===== config.mk =====
export PLATFORM = sky130hd
export DESIGN_NAME = riscv_hazard_ctrl_flat
export DESIGN_NICKNAME = d
export VERILOG_FILES = /design/src/rtl/riscv_hazard_ctrl_pkg.sv /design/src/rtl/riscv_hazard_ctrl_if.sv /design/src/rtl/riscv_hazard_ctrl_fwd_sel.sv /design/src/rtl/riscv_hazard_ctrl.sv /design/src/flat_wrapper.sv
export SDC_FILE = /design/constraint.sdc
export NUM_CORES = 1
export LEC_CHECK = 0
export ABC_AREA = 1
export CORE_ASPECT_RATIO = 1.75
export CORE_MARGIN = 2
export CORE_UTILIZATION = 41
export CTS_BUF_LIST = sky130_fd_sc_hd__clkbuf_4
export DETAILED_ROUTE_END_ITERATION = 8
export GPL_TIMING_DRIVEN = 0
export PLACE_DENSITY = 0.75
export SLEW_MARGIN = 20
export SYNTH_ARGS = -nofsm -noshare
export SYNTH_HDL_FRONTEND = slang
export SYNTH_SLANG_ARGS = --single-unit

===== constraint.sdc =====
create_clock -name clk -period 1.9 [get_ports clk]
set_input_delay 0.475 -clock clk [delete_from_list [all_inputs] [get_ports clk]]
set_output_delay 0.475 -clock clk [all_outputs]
set_load 0.03 [all_outputs]

===== src/rtl/riscv_hazard_ctrl_pkg.sv =====
// Shared encodings and types for the pipeline hazard controller: forwarding
// selects, the multicycle FSM state type and the watchdog-disable value.
package riscv_pipe_pkg;

  localparam logic [1:0] FWD_RF = 2'b00;
  localparam logic [1:0] FWD_W  = 2'b01;
  localparam logic [1:0] FWD_M  = 2'b10;

  typedef enum logic {
    IDLE    = 1'b0,
    MC_BUSY = 1'b1
  } mc_state_e;

  localparam int unsigned MEM_TIMEOUT_OFF = 0;

endpackage : riscv_pipe_pkg


===== src/rtl/riscv_hazard_ctrl_if.sv =====
// Bundle between the pipeline stages and the hazard controller. The pipeline
// (master) reports register usage and events; the controller (slave) returns stalls/flushes.
interface riscv_hazard_if #(
  parameter int REG_ADDR_W = 5
);
  logic [REG_ADDR_W-1:0] rs1_d, rs2_d;
  logic [REG_ADDR_W-1:0] rs1_e, rs2_e, rd_e;
  logic                  result_src_e_0;
  logic                  pc_src_e;
  logic                  mc_start_e;
  logic [REG_ADDR_W-1:0] rd_m;
  logic                  regwrite_m;
  logic                  mem_access_m;
  logic                  dmem_ready_m;
  logic [REG_ADDR_W-1:0] rd_w;
  logic                  regwrite_w;

  logic                  stall_f, stall_d, stall_e, stall_m;
  logic                  flush_d, flush_e, flush_m, flush_w;
  logic [1:0]            forward_operand_a_e, forward_operand_b_e;
  logic                  mc_busy, mc_done, mem_timeout;

  modport master (
    output rs1_d, rs2_d, rs1_e, rs2_e, rd_e, result_src_e_0, pc_src_e, mc_start_e,
           rd_m, regwrite_m, mem_access_m, dmem_ready_m, rd_w, regwrite_w,
    input  stall_f, stall_d, stall_e, stall_m, flush_d, flush_e, flush_m, flush_w,
           forward_operand_a_e, forward_operand_b_e, mc_busy, mc_done, mem_timeout
  );

  modport slave (
    input  rs1_d, rs2_d, rs1_e, rs2_e, rd_e, result_src_e_0, pc_src_e, mc_start_e,
           rd_m, regwrite_m, mem_access_m, dmem_ready_m, rd_w, regwrite_w,
    output stall_f, stall_d, stall_e, stall_m, flush_d, flush_e, flush_m, flush_w,
           forward_operand_a_e, forward_operand_b_e, mc_busy, mc_done, mem_timeout
  );

endinterface : riscv_hazard_if


===== src/rtl/riscv_hazard_ctrl_fwd_sel.sv =====
// Single-operand forwarding selector: the youngest in-flight writer wins and
// x0 is never forwarded because it always reads as zero.
module riscv_fwd_sel
  import riscv_pipe_pkg::*;
#(
  parameter int REG_ADDR_W = 5
) (
  input  logic [REG_ADDR_W-1:0] rs,
  input  logic [REG_ADDR_W-1:0] rd_m,
  input  logic                  regwrite_m,
  input  logic [REG_ADDR_W-1:0] rd_w,
  input  logic                  regwrite_w,
  output logic [1:0]            fwd
);

  always_comb begin
    // NOTE: every always_comb output gets a default first so no path infers a latch.
    fwd = FWD_RF;
    if (regwrite_m && (rd_m != '0) && (rd_m == rs)) begin
      fwd = FWD_M;
    end else if (regwrite_w && (rd_w != '0) && (rd_w == rs)) begin
      fwd = FWD_W;
    end
  end

endmodule : riscv_fwd_sel


===== src/rtl/riscv_hazard_ctrl.sv =====
// Pipeline hazard controller: forwarding, load-use stall, branch flush,
// multicycle EX sequencing and a data-memory wait watchdog.
module riscv_hazard_ctrl
  import riscv_pipe_pkg::*;
#(
  parameter int REG_ADDR_W  = 5,
  parameter int MC_LATENCY  = 4,
  parameter int MEM_TIMEOUT = 16,
  parameter int CNT_W       = 8
) (
  input  logic           clk,
  input  logic           reset,
  riscv_hazard_if.slave  hz
);

  localparam logic [CNT_W-1:0] MC_LOAD     = CNT_W'(MC_LATENCY - 2);
  localparam logic [CNT_W-1:0] TIMEOUT_VAL = CNT_W'(MEM_TIMEOUT);
  localparam bit               SHORT_MC    = (MC_LATENCY == 2);
  localparam bit               WD_EN       = (MEM_TIMEOUT != int'(MEM_TIMEOUT_OFF));

  mc_state_e        state_q, state_d;
  logic [CNT_W-1:0] mc_cnt_q, mc_cnt_d;
  logic [CNT_W-1:0] wait_cnt_q, wait_cnt_d;
  logic             done_pend_q, done_pend_d;
  logic             mem_timeout_q, mem_timeout_d;

  logic       freeze, mc_start, mc_hold, mc_done_cycle, mc_done_i, load_use;
  logic [1:0] fwd_a, fwd_b;

  riscv_fwd_sel #(.REG_ADDR_W(REG_ADDR_W)) u_fwd_a (
    .rs(hz.rs1_e), .rd_m(hz.rd_m), .regwrite_m(hz.regwrite_m),
    .rd_w(hz.rd_w), .regwrite_w(hz.regwrite_w), .fwd(fwd_a)
  );

  riscv_fwd_sel #(.REG_ADDR_W(REG_ADDR_W)) u_fwd_b (
    .rs(hz.rs2_e), .rd_m(hz.rd_m), .regwrite_m(hz.regwrite_m),
    .rd_w(hz.rd_w), .regwrite_w(hz.regwrite_w), .fwd(fwd_b)
  );

  // With MC_LATENCY==2 the FSM stays in IDLE and done_pend marks the done cycle.
  always_comb begin
    freeze        = hz.mem_access_m & ~hz.dmem_ready_m;
    mc_start      = (state_q == IDLE) && !done_pend_q && hz.mc_start_e && !freeze;
    mc_hold       = (state_q == MC_BUSY) && (mc_cnt_q != '0);
    mc_done_cycle = ((state_q == MC_BUSY) && (mc_cnt_q == '0)) ||
                    ((state_q == IDLE) && done_pend_q);
    mc_done_i     = mc_done_cycle && !freeze;
    load_use      = hz.result_src_e_0 && (hz.rd_e != '0) &&
                    ((hz.rd_e == hz.rs1_d) || (hz.rd_e == hz.rs2_d));

    state_d     = state_q;
    mc_cnt_d    = mc_cnt_q;
    done_pend_d = done_pend_q;
    if (!freeze) begin
      if (mc_start) begin
        if (SHORT_MC) begin
          done_pend_d = 1'b1;
        end else begin
          state_d  = MC_BUSY;
          mc_cnt_d = MC_LOAD;
        end
      end else if (mc_done_i) begin
        state_d     = IDLE;
        done_pend_d = 1'b0;
      end else if (mc_hold) begin
        mc_cnt_d = mc_cnt_q - 1'b1;
      end
    end

    // Saturate rather than wrap so a very long wait cannot alias back to zero.
    if (!freeze)               wait_cnt_d = '0;
    else if (&wait_cnt_q)      wait_cnt_d = wait_cnt_q;
    else                       wait_cnt_d = wait_cnt_q + 1'b1;
    mem_timeout_d = mem_timeout_q | (WD_EN && freeze && (wait_cnt_d == TIMEOUT_VAL));
  end

  always_comb begin
    hz.stall_f = 1'b0;
    hz.stall_d = 1'b0;
    hz.stall_e = 1'b0;
    hz.stall_m = 1'b0;
    hz.flush_d = 1'b0;
    hz.flush_e = 1'b0;
    hz.flush_m = 1'b0;
    hz.flush_w = 1'b0;
    hz.forward_operand_a_e = fwd_a;
    hz.forward_operand_b_e = fwd_b;
    hz.mc_busy     = mc_start || (((state_q == MC_BUSY) || done_pend_q) && !mc_done_i);
    hz.mc_done     = mc_done_i;
    hz.mem_timeout = mem_timeout_q;

    if (reset) begin
      hz.flush_d = 1'b1;
      hz.flush_e = 1'b1;
      hz.flush_m = 1'b1;
      hz.flush_w = 1'b1;
      hz.forward_operand_a_e = FWD_RF;
      hz.forward_operand_b_e = FWD_RF;
      hz.mc_busy = 1'b0;
      hz.mc_done = 1'b0;
    end else if (freeze) begin
      hz.stall_f = 1'b1;
      hz.stall_d = 1'b1;
      hz.stall_e = 1'b1;
      hz.stall_m = 1'b1;
      hz.flush_w = 1'b1;
    end else if (mc_start || mc_hold) begin
      hz.stall_f = 1'b1;
      hz.stall_d = 1'b1;
      hz.stall_e = 1'b1;
      hz.flush_m = 1'b1;
    end else if (hz.pc_src_e) begin
      hz.flush_d = 1'b1;
      hz.flush_e = 1'b1;
    end else if (load_use) begin
      hz.stall_f = 1'b1;
      hz.stall_d = 1'b1;
      hz.flush_e = 1'b1;
    end
  end

  always_ff @(posedge clk) begin
    // NOTE: state registers use non-blocking assignments so every flop samples pre-edge values.
    if (reset) begin
      state_q       <= IDLE;
      mc_cnt_q      <= '0;
      wait_cnt_q    <= '0;
      done_pend_q   <= 1'b0;
      mem_timeout_q <= 1'b0;
    end else begin
      state_q       <= state_d;
      mc_cnt_q      <= mc_cnt_d;
      wait_cnt_q    <= wait_cnt_d;
      done_pend_q   <= done_pend_d;
      mem_timeout_q <= mem_timeout_d;
    end
  end

endmodule : riscv_hazard_ctrl

===== src/flat_wrapper.sv =====
// flat-port wrapper written by rule: the top's interface ports become plain ports
module riscv_hazard_ctrl_flat import riscv_pipe_pkg::*;
#(
  parameter int REG_ADDR_W  = 5,
  parameter int MC_LATENCY  = 4,
  parameter int MEM_TIMEOUT = 16,
  parameter int CNT_W       = 8
)
  (clk, reset, hz_rs1_d, hz_rs2_d, hz_rs1_e, hz_rs2_e, hz_rd_e, hz_result_src_e_0, hz_pc_src_e, hz_mc_start_e, hz_rd_m, hz_regwrite_m, hz_mem_access_m, hz_dmem_ready_m, hz_rd_w, hz_regwrite_w, hz_stall_f, hz_stall_d, hz_stall_e, hz_stall_m, hz_flush_d, hz_flush_e, hz_flush_m, hz_flush_w, hz_forward_operand_a_e, hz_forward_operand_b_e, hz_mc_busy, hz_mc_done, hz_mem_timeout);
  riscv_hazard_if #(.REG_ADDR_W(REG_ADDR_W)) hz_i ();
  input  logic clk;
  input  logic reset;
  input wire logic [$bits(hz_i.rs1_d)-1:0] hz_rs1_d;
  input wire logic [$bits(hz_i.rs2_d)-1:0] hz_rs2_d;
  input wire logic [$bits(hz_i.rs1_e)-1:0] hz_rs1_e;
  input wire logic [$bits(hz_i.rs2_e)-1:0] hz_rs2_e;
  input wire logic [$bits(hz_i.rd_e)-1:0] hz_rd_e;
  input wire logic [$bits(hz_i.result_src_e_0)-1:0] hz_result_src_e_0;
  input wire logic [$bits(hz_i.pc_src_e)-1:0] hz_pc_src_e;
  input wire logic [$bits(hz_i.mc_start_e)-1:0] hz_mc_start_e;
  input wire logic [$bits(hz_i.rd_m)-1:0] hz_rd_m;
  input wire logic [$bits(hz_i.regwrite_m)-1:0] hz_regwrite_m;
  input wire logic [$bits(hz_i.mem_access_m)-1:0] hz_mem_access_m;
  input wire logic [$bits(hz_i.dmem_ready_m)-1:0] hz_dmem_ready_m;
  input wire logic [$bits(hz_i.rd_w)-1:0] hz_rd_w;
  input wire logic [$bits(hz_i.regwrite_w)-1:0] hz_regwrite_w;
  output wire logic [$bits(hz_i.stall_f)-1:0] hz_stall_f;
  output wire logic [$bits(hz_i.stall_d)-1:0] hz_stall_d;
  output wire logic [$bits(hz_i.stall_e)-1:0] hz_stall_e;
  output wire logic [$bits(hz_i.stall_m)-1:0] hz_stall_m;
  output wire logic [$bits(hz_i.flush_d)-1:0] hz_flush_d;
  output wire logic [$bits(hz_i.flush_e)-1:0] hz_flush_e;
  output wire logic [$bits(hz_i.flush_m)-1:0] hz_flush_m;
  output wire logic [$bits(hz_i.flush_w)-1:0] hz_flush_w;
  output wire logic [$bits(hz_i.forward_operand_a_e)-1:0] hz_forward_operand_a_e;
  output wire logic [$bits(hz_i.forward_operand_b_e)-1:0] hz_forward_operand_b_e;
  output wire logic [$bits(hz_i.mc_busy)-1:0] hz_mc_busy;
  output wire logic [$bits(hz_i.mc_done)-1:0] hz_mc_done;
  output wire logic [$bits(hz_i.mem_timeout)-1:0] hz_mem_timeout;
  assign hz_i.rs1_d = hz_rs1_d;
  assign hz_i.rs2_d = hz_rs2_d;
  assign hz_i.rs1_e = hz_rs1_e;
  assign hz_i.rs2_e = hz_rs2_e;
  assign hz_i.rd_e = hz_rd_e;
  assign hz_i.result_src_e_0 = hz_result_src_e_0;
  assign hz_i.pc_src_e = hz_pc_src_e;
  assign hz_i.mc_start_e = hz_mc_start_e;
  assign hz_i.rd_m = hz_rd_m;
  assign hz_i.regwrite_m = hz_regwrite_m;
  assign hz_i.mem_access_m = hz_mem_access_m;
  assign hz_i.dmem_ready_m = hz_dmem_ready_m;
  assign hz_i.rd_w = hz_rd_w;
  assign hz_i.regwrite_w = hz_regwrite_w;
  assign hz_stall_f = hz_i.stall_f;
  assign hz_stall_d = hz_i.stall_d;
  assign hz_stall_e = hz_i.stall_e;
  assign hz_stall_m = hz_i.stall_m;
  assign hz_flush_d = hz_i.flush_d;
  assign hz_flush_e = hz_i.flush_e;
  assign hz_flush_m = hz_i.flush_m;
  assign hz_flush_w = hz_i.flush_w;
  assign hz_forward_operand_a_e = hz_i.forward_operand_a_e;
  assign hz_forward_operand_b_e = hz_i.forward_operand_b_e;
  assign hz_mc_busy = hz_i.mc_busy;
  assign hz_mc_done = hz_i.mc_done;
  assign hz_mem_timeout = hz_i.mem_timeout;
  riscv_hazard_ctrl #(.REG_ADDR_W(REG_ADDR_W), .MC_LATENCY(MC_LATENCY), .MEM_TIMEOUT(MEM_TIMEOUT), .CNT_W(CNT_W)) u_core (.clk(clk), .reset(reset), .hz(hz_i));
endmodule

==> impl_results.md, run 1 <==
* Synth-to-layout area growth at 61.8%
* Most common cell after layout, fill and taps aside: nand2_1
* Filler cell count at 295
* Core area at 3630 um^2
* Peak supply drop at 0.400 mV
* Tmin final at 2.17 ns
* H-tree depth at 1
* Buffers on Ports at 58
* Crit end category: primary output
* Root Buffer Master: clkbuf_4
* Tcrit/Tclk final at 114%
* Cell area after synthesis at 1560 um^2
* Max-slew violation count at 0
* Unique cell type count in the Yosys netlist at 36
* CP most frequent cell: nand2_4
* Launch point of the worst reg-to-reg path: u_core.mc_cnt_q[0]$_SDFFE_PP0P_
* Worst Path Max Fanout at 4
* Overall Power at 1580 uW
* CP top delay family: simple AND/OR/NAND/NOR gates
* Mapped Cells at 240
* Power Dens Cells at 629 nW/um^2
* Reg-to-Reg End: u_core.mc_cnt_q[2]$_SDFFE_PP0P_
* Leakage power at 0.00116 uW
* Syn. warnings at 0
* DRC Markers at 0
* Vias in the first global route at 1,968
* Reg-to-reg setup timing slack at 0.24 ns
* CTS tree: yes
* Post-layout util at 69.4%
* Cells on worst reg2reg path at 12
* Antenna diodes at 0
* Worst min path class: flip-flop to flip-flop
* DR iter-0 viols at 14
* Slew HR at 76.0%
* Initial Utilization at 42.9%
* Syn Nets at 287
* Required @ worst endpoint at 1.42 ns
* Setup WS pre-CTS at -1.21 ns
* WL per Instance at 13.1 um
* Violated checks: setup timing
* Crit path to: hz_stall_f
* RSZ-0062 raised after global routing: yes
* TritonRoute pass-1 iters at 4
* Worst Setup Slack, final at -0.270 ns
* Outcome: finished with violations
* Critical path type: flip-flop to primary output
* CTS Sinks at 18
* CTS Buffer Depth at 2
* Max Freq at 461 MHz
* Maxcap violations at 0
* Placer Congestion at 0.822
* Actual slew at the worst max-slew pin at 0.357 ns
* Gr usage total at 24.3%
* Seq cells post-synth at 18
* Vias/cell at 4.89
* CP Launch Point: u_core.mc_cnt_q[0]$_SDFFE_PP0P_
* DP HPWL at 3.67 mm
* Initial antenna violation count at 0
* Clk_lat worst skew at 0.30 ns
* Die footprint at 4330 um^2
* Setup violators final at 11
* Final Hold Fails at 0
* Pin count of the biggest net entering global routing at 10
* FP Rows at 29
* Crit path max-delay cell type: dfxtp_2
* Commonest non-fill, non-tap cells in the layout: nand2_1, nor2_1, inv_1
* CP Cell Sequence: inv_2 > ha_4 > nand2_4 > nor3_4 > nand2_4 > nand3_4 > nand2_4 > o21bai_4 > buf_6 > buf_6
* Sequential area share after synthesis at 23.1%
* Final Skew at 0.00185 ns
* Post-route ant nets at 0
* Crit. path cell count at 10
* CTS buffer count at 3
* Share of cells above drive strength 1 at 37.0%
* Clk slew on worst S/H paths at 0.09 ns
* Setup crit start kind: flip-flop
* GRT overflow at 0
* Worst Hold Slack at 0.455 ns
* CP peak stage delay at 0.33 ns
* WP data arrival at 1.69 ns
* Die Height at 85.5 um
* DR vias at 1,798
* Post-cts hold buffer count at 0
* CP bufs+invs at 3
* First-pass GRT wire length at 8.08 mm
* Die Width at 50.6 um
* Syn Area/Cell at 6.49 um^2
* Final wirelength at 4.81 mm
* Nets at 371
* I/O pin total at 59
[cells in the mapped netlist]
master	n	area share, %
nand2_4	2	1.4
a221oi_1	1	0.56
or2_1	1	0.40
nand2_2	4	1.6
or2_2	4	1.6
o21bai_1	2	0.96
ha_1	3	2.4
buf_4	1	0.48
nor3_2	1	0.64
o21bai_2	1	0.72
nor2_2	5	2.0
xnor2_1	15	8.4
nor2_8	1	1.3
nor3b_1	2	0.96
xor2_1	11	6.2
nor3_1	2	0.64
o21ai_1	3	0.96
nand3b_1	1	0.48
o21a_1	1	0.48
clkbuf_1	1	0.24
o21ai_0	4	1.3
nand3_1	14	4.5
nor2_1	30	7.2
nand2_1	53	13
dfxtp_1	18	23
buf_6	1	0.72
a21oi_1	7	2.2
nand4_1	8	3.2
a21oi_2	1	0.56
a31oi_1	3	1.2
inv_2	4	0.96
o41ai_1	1	0.56
inv_1	31	7.5
a21o_1	1	0.48
nor2_4	1	0.72
nor4_1	1	0.40
[flip-flops by register name (all words and copies together) (netlist names)]
register,flops
u_core.state_q,1
u_core.wait_cnt_q,8
u_core.hz.mem_timeout,1
u_core.mc_cnt_q,8
[repair_timing]
action	CTS	global route
setup buffers	15	6
resized for setup	217	18
pin swaps	34	9
endpoints found under the setup margin	14	13
endpoints found under the hold margin	0	0
[per-stage QoR]
| step | cells | TNS, ns | instance area [um^2] |
|---|---|---|---|
| global route | 368 | -2.56 | 2520 |
| finish | 368 | -1.62 | 2520 |
| CTS | 362 | -1.98 | 2440 |
| global placement | 344 | -14.09 | 2250 |
| floorplan | 240 | -0.257 | 1610 |
| detailed placement | 344 | -14.47 | 2250 |
[area by class of cell]
type                    count  area, um^2  share of cell area, %
clock buffers               3        22.5                  0.894
inverters                  35         144                   5.71
repair buffers             79         676                   26.8
well taps                  46        57.6                   2.28
flip-flops and latches     18         363                   14.4
multi-input cells         184        1220                   48.3
plain buffers               3        40.0                   1.59
[worst min-delay path by stage]
stage / startpoint / cells after the start / to / slack (ns)
floorplan: u_core.mc_cnt_q[0]$_SDFFE_PP0P_ / 2 / u_core.mc_cnt_q[0]$_SDFFE_PP0P_ / 0.44
global placement: u_core.hz.mem_timeout$_SDFF_PP0_ / 2 / u_core.hz.mem_timeout$_SDFF_PP0_ / 0.44
detailed placement: u_core.hz.mem_timeout$_SDFF_PP0_ / 2 / u_core.hz.mem_timeout$_SDFF_PP0_ / 0.45
CTS: u_core.hz.mem_timeout$_SDFF_PP0_ / 2 / u_core.hz.mem_timeout$_SDFF_PP0_ / 0.46
global route: u_core.mc_cnt_q[0]$_SDFFE_PP0P_ / 2 / u_core.mc_cnt_q[0]$_SDFFE_PP0P_ / 0.50
finish: u_core.hz.mem_timeout$_SDFF_PP0_ / 2 / u_core.hz.mem_timeout$_SDFF_PP0_ / 0.45
[logic make-up (layout without fill, tap and decap cells)]
kind of cell	after synthesis	after routing	synth area share, %
compound gates	25	25	10.0
simple gates	130	130	39.9
xor+xnor	26	26	14.6
buf+inv	38	120	9.88
fa+ha+maj	3	3	2.41
flops	18	18	23.1
[worst reg2reg max path, stage by stage, from the launching register on]
cell,delay [ns]
dfxtp_2,0.33
inv_2,0.08
ha_4,0.14
nand2_4,0.05
nor3_4,0.14
nand2_4,0.09
buf_4,0.15
nand2_4,0.08
nor2_8,0.05
buf_4,0.16
nand2_2,0.08
xor2_1,0.16
nor2_1,0.05
[power by group]
group | total [uW] | leakage, uW | internal, uW | switching [uW]
Sequential | 489 | 0.000147 | 431 | 58.3
Clock | 189 | 0.0000138 | 74.0 | 115
Combinational | 906 | 0.000996 | 422 | 484
Total | 1580 | 0.00116 | 926 | 658
[per-layer routing]
layer  GRT usage [%]  share of wire [%]
met1            19.5                 31
met2            51.2                 62
met3            1.05                2.5
met4            17.2                4.9
met5               0                  0
(Power assumes the default switching activity.)
==> run 2: changes to the inputs <==
HOLD_SLACK_MARGIN = 0.03   (was unset)
==> results of run 2 <==
Same layout as run 1: the final DEF is identical, and so are final timing and power.
==> run 3: changes to the inputs <==
REMOVE_ABC_BUFFERS = 1   (was unset)
SLEW_MARGIN = unset   (was 20)
==> impl_results.md, run 3 (same netlist as run 1, synthesis figures left out) <==
* Total negative slack at -1.67 ns
* Highest routed layer: met4
* Tmin final at 2.13 ns
* Initial antenna violation count at 0
* CTS Buffer Depth at 2
* CTS tree: yes
* Clk slew on worst S/H paths at 0.11 ns
* Clk_lat worst skew at 0.31 ns
* Worst Path Max Fanout at 4
* CTS Sinks at 18
* DR vias at 1,763
* Leakage power at 0.00117 uW
* Max-slew violation count at 0
* Antenna diodes at 0
* Maxcap violations at 0
* Final Hold Fails at 0
* Placer Congestion at 0.874
* First-pass GRT wire length at 6.82 mm
* Initial Utilization at 42.9%
* Routed wl met2 at 2.49 mm
* CP most frequent cell: nand2_4
* Launch point of the worst reg-to-reg path: u_core.mc_cnt_q[0]$_SDFFE_PP0P_
* Power Dens Cells at 633 nW/um^2
* TritonRoute pass-1 iters at 4
* Die Height at 85.5 um
* CTS buffer count at 3
* Worst min path class: input pin to flip-flop
* Crit path max-delay cell type: dfxtp_2
* Required @ worst endpoint at 1.42 ns
* Post-cts hold buffer count at 0
* Commonest non-fill, non-tap cells in the layout: nand2_1, nor2_1, inv_1
* Gr usage total at 19.9%
* Pin count of the biggest net entering global routing at 15
* Tcrit/Tclk final at 112%
* Outcome: finished with violations
* Critical path type: flip-flop to primary output
* Crit end category: primary output
* Largest regs: u_core.mc_cnt_q: 8 flops, u_core.wait_cnt_q: 8 flops
* Peak supply drop at 0.451 mV
* Worst Setup Slack, final at -0.228 ns
* Die footprint at 4330 um^2
* I/O pin total at 59
* WP data arrival at 1.65 ns
* DRC Markers at 0
* Final wirelength at 4.27 mm
* Post-Route M1 WL at 1.43 mm
* GRT overflow at 0
* RSZ-0062 raised after global routing: yes
* Setup violators final at 12
* Die Width at 50.6 um
* Buffers on Ports at 58
* CP Launch Point: u_core.mc_cnt_q[0]$_SDFFE_PP0P_
* DP HPWL at 3.18 mm
* FP Rows at 29
* WL per Instance at 11.9 um
* Setup crit start kind: flip-flop
* Filler cell count at 325
* Area after DPL at 2170 um^2
* Vias in the first global route at 1,746
* Violated checks: setup timing
* Vias/cell at 4.90
* Slew HR at 80.0%
* Synth-to-layout area growth at 54.6%
* Min-delay src: reset
* Actual slew at the worst max-slew pin at 0.299 ns
* Core area at 3630 um^2
* Root Buffer Master: clkbuf_4
* DR iter-0 viols at 21
* Most common cell after layout, fill and taps aside: nand2_1
* Final Skew at 0.0111 ns
* Share of cells above drive strength 1 at 34.4%
* CP Cell Sequence: inv_2 > ha_4 > nand2_4 > nor3_4 > nand2_4 > nand3_4 > nand2_4 > o21bai_4 > buf_6
* Final Instance Area at 2410 um^2
* Routed length on met3 at 218 um
* CP peak stage delay at 0.34 ns
* H-tree depth at 1
* Nets at 362
* Max Freq at 470 MHz
* Post-route ant nets at 0
## run 3: path summary, 6_finish.rpt
path                                                          to  slack [ns]  cells after the start
worst min register to register  u_core.hz.mem_timeout$_SDFF_PP0_        0.46                      2
worst max-delay path                                  hz_stall_d       -0.23                      9
worst max register to register   u_core.mc_cnt_q[2]$_SDFFE_PP0P_        0.39                     11
worst min-delay path             u_core.wait_cnt_q[7]$_SDFF_PP0_        0.45                      2
## run 3: final cells by class
cell class                      instances  area, um^2  share of cell area [%]
Inverter                               35         131                    5.45
Tap cell                               46        57.6                    2.39
Clock inverter                          1        3.75                   0.156
Sequential cell                        18         363                    15.1
Timing Repair Buffer                   73         628                    26.1
Clock buffer                            3        22.5                   0.935
Multi-Input combinational cell        184        1200                    49.9
## run 3: routing by layer
| metal | vias to the layer above | GRT usage [%] |
|---|---|---|
| met5 | - | 0 |
| met4 | 0 | 11.3 |
| met3 | 11 | 2.96 |
| met2 | 54 | 39.8 |
| met1 | 788 | 17.9 |
| li1 | 910 | - |
## run 3: worst max-delay path: cells and delay by family, from the launching register on
kind                     cells  cell delay (ns)
AO/OA/AOI/OAI                1             0.18
adder cells (fa/ha/maj)      1             0.14
buffers and inverters        2             0.21
flip-flops                   1             0.34
AND/OR/NAND/NOR              5             0.47
## run 3: where the power goes
group	total (uW)	switching, uW	internal [uW]
combinational	830	444	385
sequential	488	57.4	431
clock	207	130	76.9
total	1520	631	893
## run 3: what timing repair did
item / CTS / global route
endpoints found under the setup margin: 14 / 14
pin swaps: 26 / 26
gates resized for setup: 199 / 46
setup buffers: 12 / 3
## run 3: stage by stage
step | utilization, % | instances | power [uW] | hold slack, ns | worst slack, ns
4_1_cts | 64.4 | 357 | 1460 | 0.465 | -0.283
5_1_grt | 66.4 | 360 | 1640 | 0.449 | -0.302
3_3_place_gp | 59.9 | 341 | 1160 | 0.439 | -1.20
3_5_place_dp | 59.9 | 341 | 1170 | 0.451 | -1.22
2_1_floorplan | - | 237 | 919 | 0.439 | -0.728
6_report | 66.4 | 360 | 1520 | 0.453 | -0.228
